<file path="config.mk">
export PLATFORM = sky130hd
export DESIGN_NAME = controller_flat
export DESIGN_NICKNAME = d
export VERILOG_FILES = /design/src/rtl/controller_if.sv /design/src/rtl/controller.sv /design/src/flat_wrapper.sv
export SDC_FILE = /design/constraint.sdc
export NUM_CORES = 1
export LEC_CHECK = 0
export ABC_AREA = 0
export CORE_MARGIN = 2
export CORE_UTILIZATION = 43
export CTS_BUF_LIST = sky130_fd_sc_hd__clkbuf_8
export DETAILED_ROUTE_END_ITERATION = 10
export PLACE_DENSITY_LB_ADDON = 0.15
export SYNTH_ARGS = -nofsm -noshare
export SYNTH_HDL_FRONTEND = slang
export SYNTH_SLANG_ARGS = --single-unit
</file>
<file path="constraint.sdc">
create_clock -name clk -period 2.6 [get_ports clk]
set_input_delay 0.26 -clock clk [delete_from_list [all_inputs] [get_ports clk]]
set_output_delay 0.26 -clock clk [all_outputs]
set_load 0.01 [all_outputs]
</file>
<file path="src/rtl/controller_if.sv">
// Bus between the single-cycle-datapath controller and its datapath/ROM.
// The master side is the controller; the slave side is the datapath (or a bench).
interface controller_if;
   logic        V;
   logic        C;
   logic        N;
   logic        Z;
   logic [15:0] bus_A;
   logic [15:0] ROM_data;
   logic        MD;
   logic        RW;
   logic        MW;
   logic [1:0]  MB;
   logic [3:0]  FS;
   logic [3:0]  DR;
   logic [3:0]  SA;
   logic [3:0]  SB;
   logic [5:0]  PC;
   logic [15:0] imdt;

   modport master (
      input  V, C, N, Z, bus_A, ROM_data,
      output MD, RW, MW, MB, FS, DR, SA, SB, PC, imdt
   );

   modport slave (
      output V, C, N, Z, bus_A, ROM_data,
      input  MD, RW, MW, MB, FS, DR, SA, SB, PC, imdt
   );
endinterface

</file>
<file path="src/rtl/controller.sv">
// Two-phase (FETCH/EXEC) instruction controller with HALT: holds IR and PC,
// decodes the opcode into datapath controls and resolves branches/jumps.
module controller (
   input  logic         clk,
   input  logic         rst,
   controller_if.master bus
);
   localparam int unsigned IW = 16;
   localparam int unsigned PW = 6;

   localparam logic [3:0] OP_MOV = 4'h0;
   localparam logic [3:0] OP_ADD = 4'h1;
   localparam logic [3:0] OP_SUB = 4'h2;
   localparam logic [3:0] OP_AND = 4'h3;
   localparam logic [3:0] OP_OR  = 4'h4;
   localparam logic [3:0] OP_XOR = 4'h5;
   localparam logic [3:0] OP_NOT = 4'h6;
   localparam logic [3:0] OP_INC = 4'h7;
   localparam logic [3:0] OP_LDI = 4'h8;
   localparam logic [3:0] OP_LD  = 4'h9;
   localparam logic [3:0] OP_ST  = 4'hA;
   localparam logic [3:0] OP_SHR = 4'hB;
   localparam logic [3:0] OP_BRZ = 4'hC;
   localparam logic [3:0] OP_BRN = 4'hD;
   localparam logic [3:0] OP_JMP = 4'hE;
   localparam logic [3:0] OP_HLT = 4'hF;

   typedef enum logic [1:0] {
      FETCH = 2'd0,
      EXEC  = 2'd1,
      HALT  = 2'd2
   } state_e;

   state_e        state_q, state_d;
   logic [IW-1:0] ir_q, ir_d;
   logic [PW-1:0] pc_q, pc_d;

   logic [3:0]    opcode;
   logic [PW-1:0] br_off;
   logic [PW-1:0] pc_inc;

   logic          md_c;
   logic          rw_c;
   logic          mw_c;
   logic [1:0]    mb_c;
   logic [3:0]    fs_c;

   // V, C and the upper A-bus bits have no consumer in this instruction set
   logic          unused_inputs;
   assign unused_inputs = ^{bus.V, bus.C, bus.bus_A[IW-1:PW]};

   assign opcode = ir_q[15:12];
   // 6-bit two's-complement offset; modulo-64 add performs the sign extension
   assign br_off = {ir_q[9:8], ir_q[3:0]};
   assign pc_inc = pc_q + PW'(1);

   always_ff @(posedge clk or posedge rst) begin
      if (rst) begin
         state_q <= FETCH;
         ir_q    <= '0;
         pc_q    <= '0;
      end else begin
         state_q <= state_d;
         ir_q    <= ir_d;
         pc_q    <= pc_d;
      end
   end

   always_comb begin
      state_d = state_q;
      ir_d    = ir_q;
      pc_d    = pc_q;
      case (state_q)
         FETCH: begin
            ir_d    = bus.ROM_data;
            state_d = EXEC;
         end
         EXEC: begin
            state_d = FETCH;
            case (opcode)
               OP_BRZ:  pc_d = bus.Z ? (pc_q + br_off) : pc_inc;
               OP_BRN:  pc_d = bus.N ? (pc_q + br_off) : pc_inc;
               OP_JMP:  pc_d = bus.bus_A[PW-1:0];
               OP_HLT:  state_d = HALT;
               default: pc_d = pc_inc;
            endcase
         end
         HALT:    state_d = HALT;
         default: state_d = FETCH;
      endcase
   end

   // Datapath controls are live only while an instruction executes
   always_comb begin
      md_c = 1'b0;
      rw_c = 1'b0;
      mw_c = 1'b0;
      mb_c = 2'b00;
      fs_c = 4'b0000;
      if (state_q == EXEC) begin
         case (opcode)
            OP_MOV: rw_c = 1'b1;
            OP_ADD: begin rw_c = 1'b1; fs_c = 4'b0010; end
            OP_SUB: begin rw_c = 1'b1; fs_c = 4'b0101; end
            OP_AND: begin rw_c = 1'b1; fs_c = 4'b1000; end
            OP_OR:  begin rw_c = 1'b1; fs_c = 4'b1001; end
            OP_XOR: begin rw_c = 1'b1; fs_c = 4'b1010; end
            OP_NOT: begin rw_c = 1'b1; fs_c = 4'b1011; end
            OP_INC: begin rw_c = 1'b1; fs_c = 4'b0001; end
            OP_LDI: begin rw_c = 1'b1; mb_c = 2'b01; fs_c = 4'b1100; end
            OP_LD:  begin rw_c = 1'b1; md_c = 1'b1; end
            OP_ST:  mw_c = 1'b1;
            OP_SHR: begin rw_c = 1'b1; fs_c = 4'b1101; end
            default: ;
         endcase
      end
   end

   assign bus.MD   = md_c;
   assign bus.RW   = rw_c;
   assign bus.MW   = mw_c;
   assign bus.MB   = mb_c;
   assign bus.FS   = fs_c;
   assign bus.DR   = ir_q[11:8];
   assign bus.SA   = ir_q[7:4];
   assign bus.SB   = ir_q[3:0];
   assign bus.PC   = pc_q;
   assign bus.imdt = {12'b0, ir_q[3:0]};
endmodule

</file>
<file path="src/flat_wrapper.sv">
// flat-port wrapper written by rule: the top's interface ports become plain ports
module controller_flat 
  (clk, rst, bus_V, bus_C, bus_N, bus_Z, bus_bus_A, bus_ROM_data, bus_MD, bus_RW, bus_MW, bus_MB, bus_FS, bus_DR, bus_SA, bus_SB, bus_PC, bus_imdt);
  controller_if bus_i ();
  input  logic clk;
  input  logic rst;
  input wire logic [$bits(bus_i.V)-1:0] bus_V;
  input wire logic [$bits(bus_i.C)-1:0] bus_C;
  input wire logic [$bits(bus_i.N)-1:0] bus_N;
  input wire logic [$bits(bus_i.Z)-1:0] bus_Z;
  input wire logic [$bits(bus_i.bus_A)-1:0] bus_bus_A;
  input wire logic [$bits(bus_i.ROM_data)-1:0] bus_ROM_data;
  output wire logic [$bits(bus_i.MD)-1:0] bus_MD;
  output wire logic [$bits(bus_i.RW)-1:0] bus_RW;
  output wire logic [$bits(bus_i.MW)-1:0] bus_MW;
  output wire logic [$bits(bus_i.MB)-1:0] bus_MB;
  output wire logic [$bits(bus_i.FS)-1:0] bus_FS;
  output wire logic [$bits(bus_i.DR)-1:0] bus_DR;
  output wire logic [$bits(bus_i.SA)-1:0] bus_SA;
  output wire logic [$bits(bus_i.SB)-1:0] bus_SB;
  output wire logic [$bits(bus_i.PC)-1:0] bus_PC;
  output wire logic [$bits(bus_i.imdt)-1:0] bus_imdt;
  assign bus_i.V = bus_V;
  assign bus_i.C = bus_C;
  assign bus_i.N = bus_N;
  assign bus_i.Z = bus_Z;
  assign bus_i.bus_A = bus_bus_A;
  assign bus_i.ROM_data = bus_ROM_data;
  assign bus_MD = bus_i.MD;
  assign bus_RW = bus_i.RW;
  assign bus_MW = bus_i.MW;
  assign bus_MB = bus_i.MB;
  assign bus_FS = bus_i.FS;
  assign bus_DR = bus_i.DR;
  assign bus_SA = bus_i.SA;
  assign bus_SB = bus_i.SB;
  assign bus_PC = bus_i.PC;
  assign bus_imdt = bus_i.imdt;
  controller u_core (.clk(clk), .rst(rst), .bus(bus_i));
endmodule
</file>
==> impl_metrics.yaml, run 1 <==
synthesis:
  synthesis_stage_register_bit_count: 24
  netlist_area_um2: 1757
  synth.yosys.warnings: 0
  post-synth-top-area-cell: "sky130_fd_sc_hd__dfrtp_1"
  synth_enable_flop_cells: 0
  yosysUniqueCellTypes: 43
  syn_inst: 183
  synth_area_leaders: "sky130_fd_sc_hd__dfrtp_1 34%, sky130_fd_sc_hd__buf_4 12%, sky130_fd_sc_hd__mux2_2 10%"
  synth_top_flop_cell: "sky130_fd_sc_hd__dfrtp_1"
  synth_largest_type_area_fraction: 0.3419
  synthArstFlopShare: 1.000
  synth_seq_area_share: 0.3419
  avgSynthCellArea_um2: 9.599
placed_design:
  dp_hpwl_mm: 2.748
  place.gp.congestion: 0.8668
  place.port_buffers: 55
timing:
  setup-violations-final: 0
  finalClockSkew_ns: 0.008049
  number_of_slew_limit_violations_in_the_final_report: 0
  final_min_period_over_clock_period: 0.9156
  clock.fmax_mhz: 420.1
  timing.final.crit_period_ns: 2.380
  final-hold-violation-count: 0
  worst_slew_pin_slew_ns: 0.9136
  rsz_0062_raised_after_global_routing: "false"
  fin_setup_tns_ns: 0
  final.hold.worst_slack_ns: 0.4859
  timing.max_slew.rel_slack: 0.3903
outcome:
  run_status: "complete, no violations"
floorplanning:
  placement_rows: 23
  floorplan.core_area_um2: 3971
  die_h_um: 67.92
  starting_density_of_the_core: 0.4423
  die_width_um: 67.92
  i_o_pin_cnt: 81
  fp.dieArea_um2: 4612
route:
  detail_route.first_pass.iterations: 4
  via_count: 1378
  routed_via_density: 5.161
  wl_per_cell_um: 13.64
  wirelength_mm: 3.643
  detailedRoute.firstIterationViolations: 92
  ant_nets: 0
  remaining_drc_errors: 0
setup_path:
  reg2regPathDepth: 8
  crit-reg2reg-capture: "u_core.bus.PC[4]"
  crit_path_start_kind: "register"
  critical_path_arrival_ns: 2.12
  r2r_setup_slack_ns: 0.52
  critPathKind: "register to output pin"
  worst_setup_path_end_kind: "output pin"
  worst_ep_required_time_ns: 2.34
  worst-path-max-fanout: 12
  setup.worst_path.start: "u_core.ir_q[12]"
  rr_startpoint: "u_core.bus.PC[0]"
  timing.critical_path.to: "bus_FS[3]"
final_layout:
  layout.nets: 264
  layout.cells.most_common: "sky130_fd_sc_hd__clkdlybuf4s50_1"
  num_antenna_cells: 0
  layout.cells.most_common_list: "55 x sky130_fd_sc_hd__clkdlybuf4s50_1, 24 x sky130_fd_sc_hd__dfrtp_1, 16 x sky130_fd_sc_hd__mux2_2"
  final_layout_size_suffix_gt1_frac: 0.1244
  final_layout_fill_cell_count: 354
  area_growth_syn_to_layout_pct: 25.43
power:
  vdd_ir_drop_max_mv: 0.5935
  p_leak_nw: 0.9052
  power-per-cell-area_nw_per_um2: 1353
clock_tree:
  worst_setup_hold_path_clk_slew_ns: 0.08
  clkLatencyLatePin_ns: 0.27
  postCtsHoldBufs: 0
  library_cell_used_as_clock_root_buffer: "sky130_fd_sc_hd__clkbuf_8"
  clk_path_buf_depth: 2
  postCtsSetupRepairBufs: 0
  cts_sinks: 24
  cts_made_buffers: 3
  clock_tree.htree_level_count: 1
  post_cts_resize_count: 0
  tritoncts: "done"
run:
  max_capacitance_violation_count: 0
global_route:
  grt_pass1_vias: 1371
  maximum_number_of_pins_on_one_net_before_global_route_repair: 25
  total_track_usage: 0.1780
  wire_length_of_the_first_global_routing_pass_mm: 6.120
  grt_antenna_before_repair: 0
  grt-ovfl-total: 0
hold_path:
  min_path_type: "primary input to asynchronous set/reset pin"
-- synth_stat cells, drive strengths merged, types with 2 or more instances --
cell type / instances
dfrtp: 24
o21ai: 10
a21oi: 9
xor2: 5
a211oi: 3
nor4: 2
ha: 6
a221oi: 2
nand2: 9
clkbuf: 3
nor2: 10
nand3: 6
nand4: 4
inv: 6
buf: 34
xnor2: 4
mux2: 16
a21o: 3
nor3: 3
nand2b: 5
-- worst min-delay path by stage --
stage / startpoint / depth (start not counted) / slack (ns) / endpoint
after floorplan: rst / 1 / 0.27 / u_core.bus.PC[0]
after global placement: u_core.ir_q[11] / 1 / 0.49 / u_core.ir_q[11]
after detailed placement: u_core.ir_q[11] / 1 / 0.49 / u_core.ir_q[11]
after CTS: u_core.ir_q[4] / 1 / 0.51 / u_core.ir_q[4]
after global routing: u_core.ir_q[4] / 1 / 0.53 / u_core.ir_q[4]
final: rst / 2 / 0.49 / u_core.ir_q[8]
-- final cells by class --
| cell class | count | area [um^2] | area share |
|---|---|---|---|
| Tap cell | 50 | 62.56 | 0.02839 |
| Inverter | 6 | 22.52 | 0.01022 |
| Timing Repair Buffer | 56 | 558.0 | 0.2533 |
| Multi-Input combinational cell | 128 | 918.4 | 0.4168 |
| Sequential cell | 24 | 600.6 | 0.2726 |
| Clock buffer | 3 | 41.29 | 0.01874 |
-- state kept, by name (all words and copies together), names as in the netlist --
signal          cells
u_core.ir_q        16
u_core.bus.PC       6
u_core.state_q      2
-- cells by family after synthesis --
group	Yosys count	share of synthesized area
DFF	24	0.3419
muxes	17	0.1083
other	1	0.002135
and+or+nand+nor	47	0.1474
AOI/OAI and AO/OA	35	0.1403
buffers and inverters	43	0.1610
xor gates and xnor gates	9	0.04487
adders and majority gates	7	0.05413
-- stage by stage --
stage	total power [mW]	area (um^2)	util	setup WS, ns	std cells
2_1_floorplan	2.242	1802	-	0.7447	195
3_3_place_gp	2.707	2162	0.5444	0.5714	264
3_5_place_dp	2.765	2162	0.5444	0.5195	264
4_1_cts	3.006	2203	0.5548	0.2157	267
5_1_grt	3.261	2203	0.5548	0.09439	267
6_report	2.980	2203	0.5548	0.2195	267
-- power by group --
| part | internal [mW] | total, mW | switching (mW) |
|---|---|---|---|
| Sequential | 0.565 | 0.833 | 0.268 |
| Clock | 0.104 | 0.217 | 0.114 |
| Combinational | 1.05 | 1.93 | 0.882 |
| Total | 1.72 | 2.98 | 1.26 |
-- worst max-delay path, cell delays in order, from the launching register on --
cell and delay, ns:
sky130_fd_sc_hd__dfrtp_1 0.53, sky130_fd_sc_hd__inv_1 0.24, sky130_fd_sc_hd__mux2_2 0.36, sky130_fd_sc_hd__a21oi_1 0.15, sky130_fd_sc_hd__clkdlybuf4s50_1 0.57
-- routing by layer --
metal | wire (um) | track usage | up-vias
met1 | 1596 | 0.2154 | 650
met5 | 0 | 0 | -
met2 | 1711 | 0.2990 | 55
met3 | 281 | 0.04934 | 4
li1 | - | - | 669
met4 | 54 | 0.07250 | 0
Power figures use the tool's default switching activity.
==> run 2: changes to the inputs <==
- CORE_UTILIZATION: 43 -> 46
- RECOVER_POWER: not set -> 50
- clock period: 2.6 -> 2.98 ns (I/O delays scaled with it)
==> impl_metrics.yaml, run 2 (synthesis gave the netlist of run 1 again) <==
outcome:
  run_status: "complete, no violations"
final_layout:
  num_antenna_cells: 0
  layout.area.seq_um2: 600.6
  multiInputGateArea_um2: 915.9
  final_layout_fill_cell_count: 330
  largest_register_ffs: 16
  layout.cells.most_common: "sky130_fd_sc_hd__clkdlybuf4s50_1"
  layout.cells.most_common_list: "43 x sky130_fd_sc_hd__clkdlybuf4s50_1, 24 x sky130_fd_sc_hd__dfrtp_1, 16 x sky130_fd_sc_hd__mux2_2"
  layout.nets: 263
  area_growth_syn_to_layout_pct: 25.50
  top_register: "u_core.ir_q"
  final_layout_size_suffix_gt1_frac: 0.1198
  post_layout_nonfiller_instances: 265
clock_tree:
  cts_made_buffers: 3
  clock_tree.htree_level_count: 1
  library_cell_used_as_clock_root_buffer: "sky130_fd_sc_hd__clkbuf_8"
  cts_sinks: 24
  post_cts_resize_count: 0
  clk_path_buf_depth: 2
  postCtsHoldBufs: 0
  worst_setup_hold_path_clk_slew_ns: 0.08
  clkLatencyLatePin_ns: 0.27
  tritoncts: "done"
  postCtsSetupRepairBufs: 0
power:
  power_switching_mw: 1.095
  p_clk_frac: 0.085
  vdd_ir_drop_max_mv: 0.5184
  switching_share: 0.4239
  power_internal_mw: 1.488
  fraction_of_power_consumed_by_combinational_cells: 0.627
  power-per-cell-area_nw_per_um2: 1172
  sequential_fraction_of_design_power: 0.288
  p_leak_nw: 0.9106
route:
  wirelength_mm: 3.581
  routed_via_density: 5.264
  detailedRoute.firstIterationViolations: 94
  detail_route.first_pass.iterations: 4
  ant_nets: 0
  wl_per_cell_um: 13.51
  via_count: 1395
  remaining_drc_errors: 0
global_route:
  maximum_number_of_pins_on_one_net_before_global_route_repair: 25
  total_track_usage: 0.1792
  grt_antenna_before_repair: 0
  wire_length_of_the_first_global_routing_pass_mm: 6.078
  grt-ovfl-total: 0
  grt_pass1_vias: 1364
hold_path:
  min_path_type: "register to register"
  timing.hold.worst.start: "u_core.ir_q[10]"
timing:
  clock.fmax_mhz: 398.2
  worst_slew_pin_slew_ns: 1.367
  timing.final.crit_period_ns: 2.512
  final_min_period_over_clock_period: 0.8428
  final-hold-violation-count: 0
  number_of_slew_limit_violations_in_the_final_report: 0
  fin_setup_tns_ns: 0
  timing.max_slew.rel_slack: 0.08557
  rsz_0062_raised_after_global_routing: "false"
  setup-violations-final: 0
  finalClockSkew_ns: 0.01180
setup_path:
  worst_setup_path_end_kind: "output pin"
  r2r_setup_slack_ns: 0.94
  worst-path-max-fanout: 21
  reg2regPathDepth: 8
  worst_ep_required_time_ns: 2.68
  crit_path_start_kind: "register"
  critical_path_arrival_ns: 2.21
  crit-reg2reg-capture: "u_core.bus.PC[4]"
  setup.worst_path.start: "u_core.ir_q[13]"
  rr_startpoint: "u_core.bus.PC[0]"
  critPathKind: "register to output pin"
  timing.critical_path.to: "bus_FS[1]"
placed_design:
  post-place-cells: 261
  place.port_buffers: 55
  dp_hpwl_mm: 2.751
  place.gp.congestion: 0.8240
floorplanning:
  die_width_um: 65.80
  fp.dieArea_um2: 4329
  i_o_pin_cnt: 81
  placement_rows: 22
  die_h_um: 65.80
  starting_density_of_the_core: 0.4798
  floorplan.core_area_um2: 3661
run:
  max_capacitance_violation_count: 0
## run 2: final cells by class
class,count,area share
tap,48,0.02724
multi-input combinational,128,0.4154
inverter,6,0.01022
sequential,24,0.2724
timing repair buffer,55,0.2497
clock buffer,4,0.02497
## run 2: worst min-delay path by stage
stage / to / slack (ns) / cells past startpoint
after floorplan: u_core.bus.PC[0] / 0.31 / 1
after global placement: u_core.ir_q[4] / 0.49 / 1
after detailed placement: u_core.ir_q[10] / 0.50 / 1
after CTS: u_core.ir_q[10] / 0.51 / 1
after global routing: u_core.ir_q[11] / 0.54 / 1
final: u_core.ir_q[10] / 0.51 / 1
## run 2: critical path, stage by stage, from the launching register on
cell	delay, ns
sky130_fd_sc_hd__dfrtp_1	0.76
sky130_fd_sc_hd__nand2_1	0.18
sky130_fd_sc_hd__mux2_2	0.30
sky130_fd_sc_hd__nor3_1	0.14
sky130_fd_sc_hd__clkdlybuf4s50_1	0.57
## run 2: per-stage QoR
stage	cell area (um^2)	power [mW]	utilization	setup WS, ns	hold slack [ns]
after floorplan	1802	1.956	-	1.125	0.3126
after CTS	2207	2.639	0.6029	0.4479	0.5144
after global placement	2152	2.347	0.5878	0.7976	0.4921
final	2205	2.583	0.6022	0.4684	0.5066
after detailed placement	2152	2.401	0.5878	0.7435	0.4952
after global routing	2205	2.821	0.6022	0.2846	0.5378
## run 2: power by group through the flow
stage	combinational (mW)	clock [mW]	sequential, mW
final	1.62	0.220	0.744
after global routing	1.79	0.241	0.786
after CTS	1.66	0.228	0.750
after detailed placement	1.65	0	0.754
after global placement	1.61	0	0.740
after floorplan	1.31	0	0.645
## run 2: per-layer routing
| metal | GRT usage | part of all wire | up-vias |
|---|---|---|---|
| met2 | 0.2854 | 0.49 | 59 |
| met1 | 0.2321 | 0.42 | 664 |
| met5 | 0 | 0 | - |
| met3 | 0.04429 | 0.077 | 4 |
| li1 | - | - | 668 |
| met4 | 0.07292 | 0.012 | 0 |
